$ cat src/rtl/dmac_ch_arbiter.sv
// Round-robin owner of the shared AHB master: grants one DMA channel
// at a time, rotates at burst boundaries, gathers completion status.
module dmac_ch_arbiter #(
  parameter int NUM_CH  = 4,
  parameter int QUANTUM = 1
) (
  input  logic                      clk,
  input  logic                      rst,
  input  logic [NUM_CH-1:0]         dma_req,
  input  logic [NUM_CH-1:0]         ch_ready,
  input  logic [NUM_CH-1:0]         burst_done,
  input  logic [NUM_CH-1:0]         ch_irq,
  input  logic                      bus_idle,
  input  logic [NUM_CH-1:0]         irq_clr,
  output logic [NUM_CH-1:0]         grant,
  output logic [$clog2(NUM_CH)-1:0] grant_id,
  output logic                      busy,
  output logic [NUM_CH-1:0]         dma_ack,
  output logic [NUM_CH-1:0]         irq_status,
  output logic                      irq
);

  localparam int          IW = $clog2(NUM_CH);
  localparam logic [3:0]  QW = 4'(QUANTUM);

  typedef enum logic [1:0] {
    S_IDLE,
    S_ARB,
    S_GRANT,
    S_SWITCH
  } state_t;

  state_t              r_state;
  state_t              w_state_nxt;
  logic [NUM_CH-1:0]   r_grant;
  logic [IW-1:0]       r_grant_id;
  logic [IW-1:0]       r_rr_ptr;
  logic [3:0]          r_burst_cnt;
  logic [NUM_CH-1:0]   r_dma_ack;
  logic [NUM_CH-1:0]   r_irq_status;
  logic                r_irq;

  logic [NUM_CH-1:0]   w_grant_nxt;
  logic [IW-1:0]       w_gid_nxt;
  logic [IW-1:0]       w_rr_nxt;
  logic [3:0]          w_cnt_nxt;
  logic [NUM_CH-1:0]   w_ack_nxt;
  logic [NUM_CH-1:0]   w_set;
  logic [NUM_CH-1:0]   w_status_nxt;

  logic [NUM_CH-1:0]   w_elig;
  logic [NUM_CH-1:0]   w_others;
  logic                w_any;
  logic                w_found;
  logic [IW-1:0]       w_win;
  logic [NUM_CH-1:0]   w_win_oh;
  int                  w_idx;
  logic                w_g_rdy;
  logic                w_g_req;
  logic                w_g_done;
  logic                w_g_irq;
  logic [3:0]          w_cnt_inc;
  logic                w_quant;

  assign w_elig    = dma_req & ch_ready;
  assign w_any     = |w_elig;
  assign w_others  = w_elig & ~r_grant;
  assign w_g_rdy   = ch_ready[r_grant_id];
  assign w_g_req   = dma_req[r_grant_id];
  assign w_g_done  = burst_done[r_grant_id];
  assign w_g_irq   = ch_irq[r_grant_id];
  assign w_cnt_inc = (r_burst_cnt == 4'd15) ? 4'd15 : r_burst_cnt + 4'd1;
  assign w_quant   = (w_cnt_inc >= QW);
  assign w_win_oh  = {{(NUM_CH-1){1'b0}}, 1'b1} << w_win;

  // Search starts just past the last winner so every channel gets a turn.
  always_comb begin
    w_found = 1'b0;
    w_win   = '0;
    w_idx   = 0;
    for (int k = 1; k <= NUM_CH; k++) begin
      w_idx = (int'(r_rr_ptr) + k) % NUM_CH;
      if (!w_found && w_elig[IW'(w_idx)]) begin
        w_found = 1'b1;
        w_win   = IW'(w_idx);
      end
    end
  end

  always_comb begin
    w_state_nxt = r_state;
    w_grant_nxt = r_grant;
    w_gid_nxt   = r_grant_id;
    w_rr_nxt    = r_rr_ptr;
    w_cnt_nxt   = r_burst_cnt;
    w_ack_nxt   = '0;
    w_set       = '0;
    unique case (r_state)
      S_IDLE: begin
        w_grant_nxt = '0;
        if (w_any) w_state_nxt = S_ARB;
      end
      S_ARB: begin
        w_grant_nxt = '0;
        w_state_nxt = S_IDLE;
        if (w_found) begin
          w_grant_nxt = w_win_oh;
          w_gid_nxt   = w_win;
          w_rr_nxt    = w_win;
          w_cnt_nxt   = '0;
          w_state_nxt = S_GRANT;
        end
      end
      S_GRANT: begin
        if (!w_g_rdy) begin
          w_grant_nxt = '0;
          w_state_nxt = S_SWITCH;
        end else if (w_g_irq) begin
          w_grant_nxt = '0;
          w_set       = r_grant;
          w_ack_nxt   = r_grant;
          w_state_nxt = S_SWITCH;
        end else if (w_g_done) begin
          w_cnt_nxt = w_quant ? 4'd0 : w_cnt_inc;
          if (!w_g_req || (w_quant && |w_others)) begin
            w_cnt_nxt   = w_cnt_inc;
            w_grant_nxt = '0;
            w_state_nxt = S_SWITCH;
          end
        end
      end
      S_SWITCH: begin
        w_grant_nxt = '0;
        if (bus_idle) w_state_nxt = w_any ? S_ARB : S_IDLE;
      end
      default: begin
        w_grant_nxt = '0;
        w_state_nxt = S_IDLE;
      end
    endcase
  end

  // A completion set in the same cycle as a clear must survive.
  assign w_status_nxt = (r_irq_status & ~irq_clr) | w_set;

  always_ff @(posedge clk or posedge rst) begin
    if (rst) r_state <= S_IDLE;
    else     r_state <= w_state_nxt;
  end

  always_ff @(posedge clk or posedge rst) begin
    if (rst) begin
      r_grant      <= '0;
      r_grant_id   <= '0;
      r_rr_ptr     <= IW'(NUM_CH - 1);
      r_burst_cnt  <= '0;
      r_dma_ack    <= '0;
      r_irq_status <= '0;
      r_irq        <= 1'b0;
    end else begin
      r_grant      <= w_grant_nxt;
      r_grant_id   <= w_gid_nxt;
      r_rr_ptr     <= w_rr_nxt;
      r_burst_cnt  <= w_cnt_nxt;
      r_dma_ack    <= w_ack_nxt;
      r_irq_status <= w_status_nxt;
      r_irq        <= |w_status_nxt;
    end
  end

  assign grant      = r_grant;
  assign grant_id   = r_grant_id;
  assign busy       = (r_state != S_IDLE);
  assign dma_ack    = r_dma_ack;
  assign irq_status = r_irq_status;
  assign irq        = r_irq;

endmodule

$ cat config.mk
export PLATFORM = sky130hd
export DESIGN_NAME = dmac_ch_arbiter
export DESIGN_NICKNAME = d
export VERILOG_FILES = /design/src/rtl/dmac_ch_arbiter.sv
export SDC_FILE = /design/constraint.sdc
export NUM_CORES = 1
export LEC_CHECK = 0
export ABC_CLOCK_PERIOD_IN_PS = 3400
export BUFFER_PORTS_ARGS = -buffer_cell sky130_fd_sc_hd__buf_4
export CORE_MARGIN = 10
export CORE_UTILIZATION = 40
export CTS_BUF_LIST = sky130_fd_sc_hd__clkbuf_4 sky130_fd_sc_hd__clkbuf_8
export CTS_CLUSTER_SIZE = 30
export DETAILED_ROUTE_END_ITERATION = 12
export PLACE_DENSITY = 0.73
export SLEW_MARGIN = 20
export SYNTH_ARGS = -nofsm -noshare
export SYNTH_HDL_FRONTEND = slang
export SYNTH_SLANG_ARGS = --single-unit
$ cat constraint.sdc
create_clock -name clk -period 3.4 [get_ports clk]
set_input_delay 0.51 -clock clk [delete_from_list [all_inputs] [get_ports clk]]
set_output_delay 0.51 -clock clk [all_outputs]
set_load 0.005 [all_outputs]
==> impl_metrics.env <==
export IMPL_outcome="complete, no violations"
export IMPL_power_net_switching_mw=0.371
export IMPL_asyncSetResetFlopFracSynth_pct=100
export IMPL_tritoncts_num_buffers=3
export IMPL_ioPinCount=39
export IMPL_worst_slew_margin_rel_pct=43.4
export IMPL_core_rowCount=20
export IMPL_leakagePower_nw=0.768
export IMPL_reg2reg_to="grant[0]"
export IMPL_die_height_um=75.9
export IMPL_hold_fix_buffer_count_after_cts=0
export IMPL_postCtsResizedCells=0
export IMPL_post_route_period_util_pct=62.7
export IMPL_design_final_nets=184
export IMPL_max_fanout_on_critical_path=6
export IMPL_grt_setup_unrepaired="no"
export IMPL_drv_cap=0
export IMPL_first_drt_iteration_drcs=84
export IMPL_total_core_area_sq_mm=0.00303
export IMPL_via_count_of_the_first_global_routing_pass=1152
export IMPL_clkLatencyLatePin_ns=0.32
export IMPL_areaGrowthSynthToFinish_pct=29.3
export IMPL_ys_warnings_count=0
export IMPL_power_share_switching_pct=38.1
export IMPL_critPathCaptureType="flop"
export IMPL_synthesis_instances=117
export IMPL_total_power_mw=0.973
export IMPL_routed_wire_length_per_instance_um=16.4
export IMPL_multi_input_gate_area_in_the_final_layout_sq_um=609
export IMPL_path_class="flop to flop"
export IMPL_critPathArrivalTime_ns=2.40
export IMPL_power_density_cell_area_mw_per_mm2=602
export IMPL_r2r_setup_slack_ns=1.27
export IMPL_ant_nets=0
export IMPL_sequentialPowerShare_pct=44.0
export IMPL_h_tree_depth=1
export IMPL_timing_clock_skew_ns=0.00153
export IMPL_final_period_minus_worst_setup_slack_ns=2.13
export IMPL_power_internal_mw=0.602
export IMPL_synth_enable_flop_cells=0
export IMPL_port_buffer_count=38
export IMPL_ff_latch_area_sq_um=578
export IMPL_clockRootBuffer="clkbuf_4"
export IMPL_diodes=0
export IMPL_route_final_wire_length_um=3320
export IMPL_setup_violations=0
export IMPL_dr_total_vias=1105
export IMPL_ys_dominant_reg_cell="dfrtp_1"
export IMPL_vias_per_cell=5.44
export IMPL_ys_types=43
export IMPL_cts_post_setup_buffers_inserted=0
export IMPL_tightest_slew_ns=0.849
export IMPL_die_area_sq_mm=0.00577
export IMPL_detailedPlacementHpwl_um=2710
export IMPL_clk_pin_slew_worst_paths_ns=0.13
export IMPL_num_fill_cells=283
export IMPL_grt_antenna_before_repair=0
export IMPL_max_freq_mhz=469
export IMPL_gp_congestion=0.871
export IMPL_required_ns=3.67
export IMPL_detailedRoute_firstPassIterationCount=4
export IMPL_cp_start_kind="flop"
export IMPL_final_critical_path_setup_slack_ns=1.27
export IMPL_cts_sinks=23
export IMPL_grt_pass1_wl_um=5550
export IMPL_mappedNetlistArea_sq_mm=0.00125
export IMPL_maxSlewViolCount=0
export IMPL_overflow_after_grt=0
export IMPL_die_x_um=75.9
export IMPL_grt_total_usage_pct=11.2
export IMPL_synth_nets=141
export IMPL_post_route_cells_drive_above_1_share_pct=34.6
export IMPL_ys_seq_elements=23
export IMPL_hold_viol=0
export IMPL_crit_reg2reg_launch="r_burst_cnt[1]"
export IMPL_r2r_worst_path_cells=6
export IMPL_setup_tns_ns=0
export IMPL_tritoncts="yes"
export IMPL_clkPwrFrac_pct=13.7
export IMPL_initial_util_pct=41.3
export IMPL_place_worst_setup_slack_ns=1.32
export IMPL_vdd_ir_drop_worst_mv=0.278
export IMPL_ys_seq_area_share_pct=46.2
export IMPL_power_combinational_fraction_pct=42.2
export IMPL_grt_start_max_net_pins=24
export IMPL_clk_path_buf_depth=2
export IMPL_hold_path_class="primary input to asynchronous set/reset pin"
export IMPL_final_routed_drc_violation_total=0
export IMPL_synth_area_per_cell_sq_um=10.7
## per-stage QoR
step	cell area, sq um	hold WS (ns)	cells	util (%)
floorplan	1250	0.491	117	-
global placement	1590	0.510	199	52.4
detailed placement	1590	0.526	199	52.4
CTS	1620	0.365	203	53.4
global route	1620	0.373	203	53.4
finish	1620	0.350	203	53.4
## layer usage
layer,GRT usage (%),wire length [um],vias to the layer above
met4,3.03,56,0
met1,12.6,1350,536
met2,20.5,1750,39
li1,-,-,522
met5,0,0,-
met3,2.59,164,8
## state kept, by name, summed over array words and instances (netlist names), named ones only
register     flops
r_rr_ptr         2
grant            4
r_burst_cnt      4
r_state          1
dma_ack          4
irq              1
irq_status       4
grant_id         2
## critical path, cell delays in order (launching register included)
cell       delay [ns]
dfrtp_1          0.43
ha_1             0.25
or2_1            0.24
a2111oi_2        0.41
o21ai_1          0.15
a21oi_1          0.39
a22o_1           0.21
## power groups by stage
stage / Sequential (mW) / Clock, mW / Combinational (mW)
2_1_floorplan: 0.402 / 0 / 0.294
3_3_place_gp: 0.431 / 0 / 0.401
3_5_place_dp: 0.432 / 0 / 0.414
4_1_cts: 0.427 / 0.135 / 0.416
5_1_grt: 0.442 / 0.144 / 0.461
6_report: 0.429 / 0.134 / 0.411
## layout by cell type, fill, tap and decap left out, types with 3 or more instances in the layout
cell type	instances
inv_1	14
o21ai_0	3
a21oi_1	6
nand2_1	8
nor2_1	5
a22o_1	3
nand3b_1	7
buf_4	39
dfrtp_1	21
o22ai_2	3
clkbuf_4	3
and2_1	3
## final cells by class
type / count / share of cell area (%)
multi-input cells: 79 / 37.7
flip-flops and latches: 23 / 35.7
repair buffers: 39 / 18.1
well taps: 44 / 3.40
inverters: 14 / 3.25
clock buffers: 3 / 1.39
clock inverters: 1 / 0.464
## cells by family after synthesis
| logic type | Yosys count | synth area share (%) |
|---|---|---|
| buf+inv | 15 | 5.10 |
| compound gates | 38 | 23.8 |
| simple gates | 34 | 15.7 |
| mux | 6 | 8.20 |
| flops | 23 | 46.2 |
| fa+ha+maj | 1 | 1.00 |
## synthesized netlist by cell type (2+ instances only)
cell | count | area, sq um
o221ai_1 | 2 | 17.5
and2_1 | 3 | 18.8
and3_1 | 2 | 12.5
a31oi_1 | 2 | 12.5
o211ai_1 | 2 | 15.0
a21oi_1 | 6 | 30.0
nand2_1 | 8 | 30.0
nor2_1 | 5 | 18.8
mux2i_1 | 2 | 20.0
nand3b_1 | 7 | 52.6
o22ai_2 | 3 | 37.5
a22o_1 | 3 | 26.3
o22ai_1 | 2 | 12.5
or2_2 | 2 | 12.5
dfstp_2 | 2 | 52.6
inv_1 | 14 | 52.6
mux4_2 | 2 | 45.0
o21ai_0 | 3 | 15.0
dfrtp_1 | 21 | 526
o2bb2ai_1 | 2 | 17.5
o21a_1 | 2 | 15.0
## worst max path at each step
| stage | start | to | slack, ns | depth (start not counted) |
|---|---|---|---|---|
| 3_3_place_gp | ch_irq[3] | irq | 1.40 | 5 |
| 3_5_place_dp | r_burst_cnt[1] | grant[0] | 1.32 | 6 |
| 6_report | r_burst_cnt[1] | grant[0] | 1.27 | 6 |
| 4_1_cts | r_burst_cnt[0] | grant[0] | 1.29 | 6 |
| 5_1_grt | r_burst_cnt[1] | grant[0] | 1.18 | 6 |
| 2_1_floorplan | r_burst_cnt[0] | grant[0] | 1.54 | 6 |
Note: power is estimated with default switching activity, not from simulation.
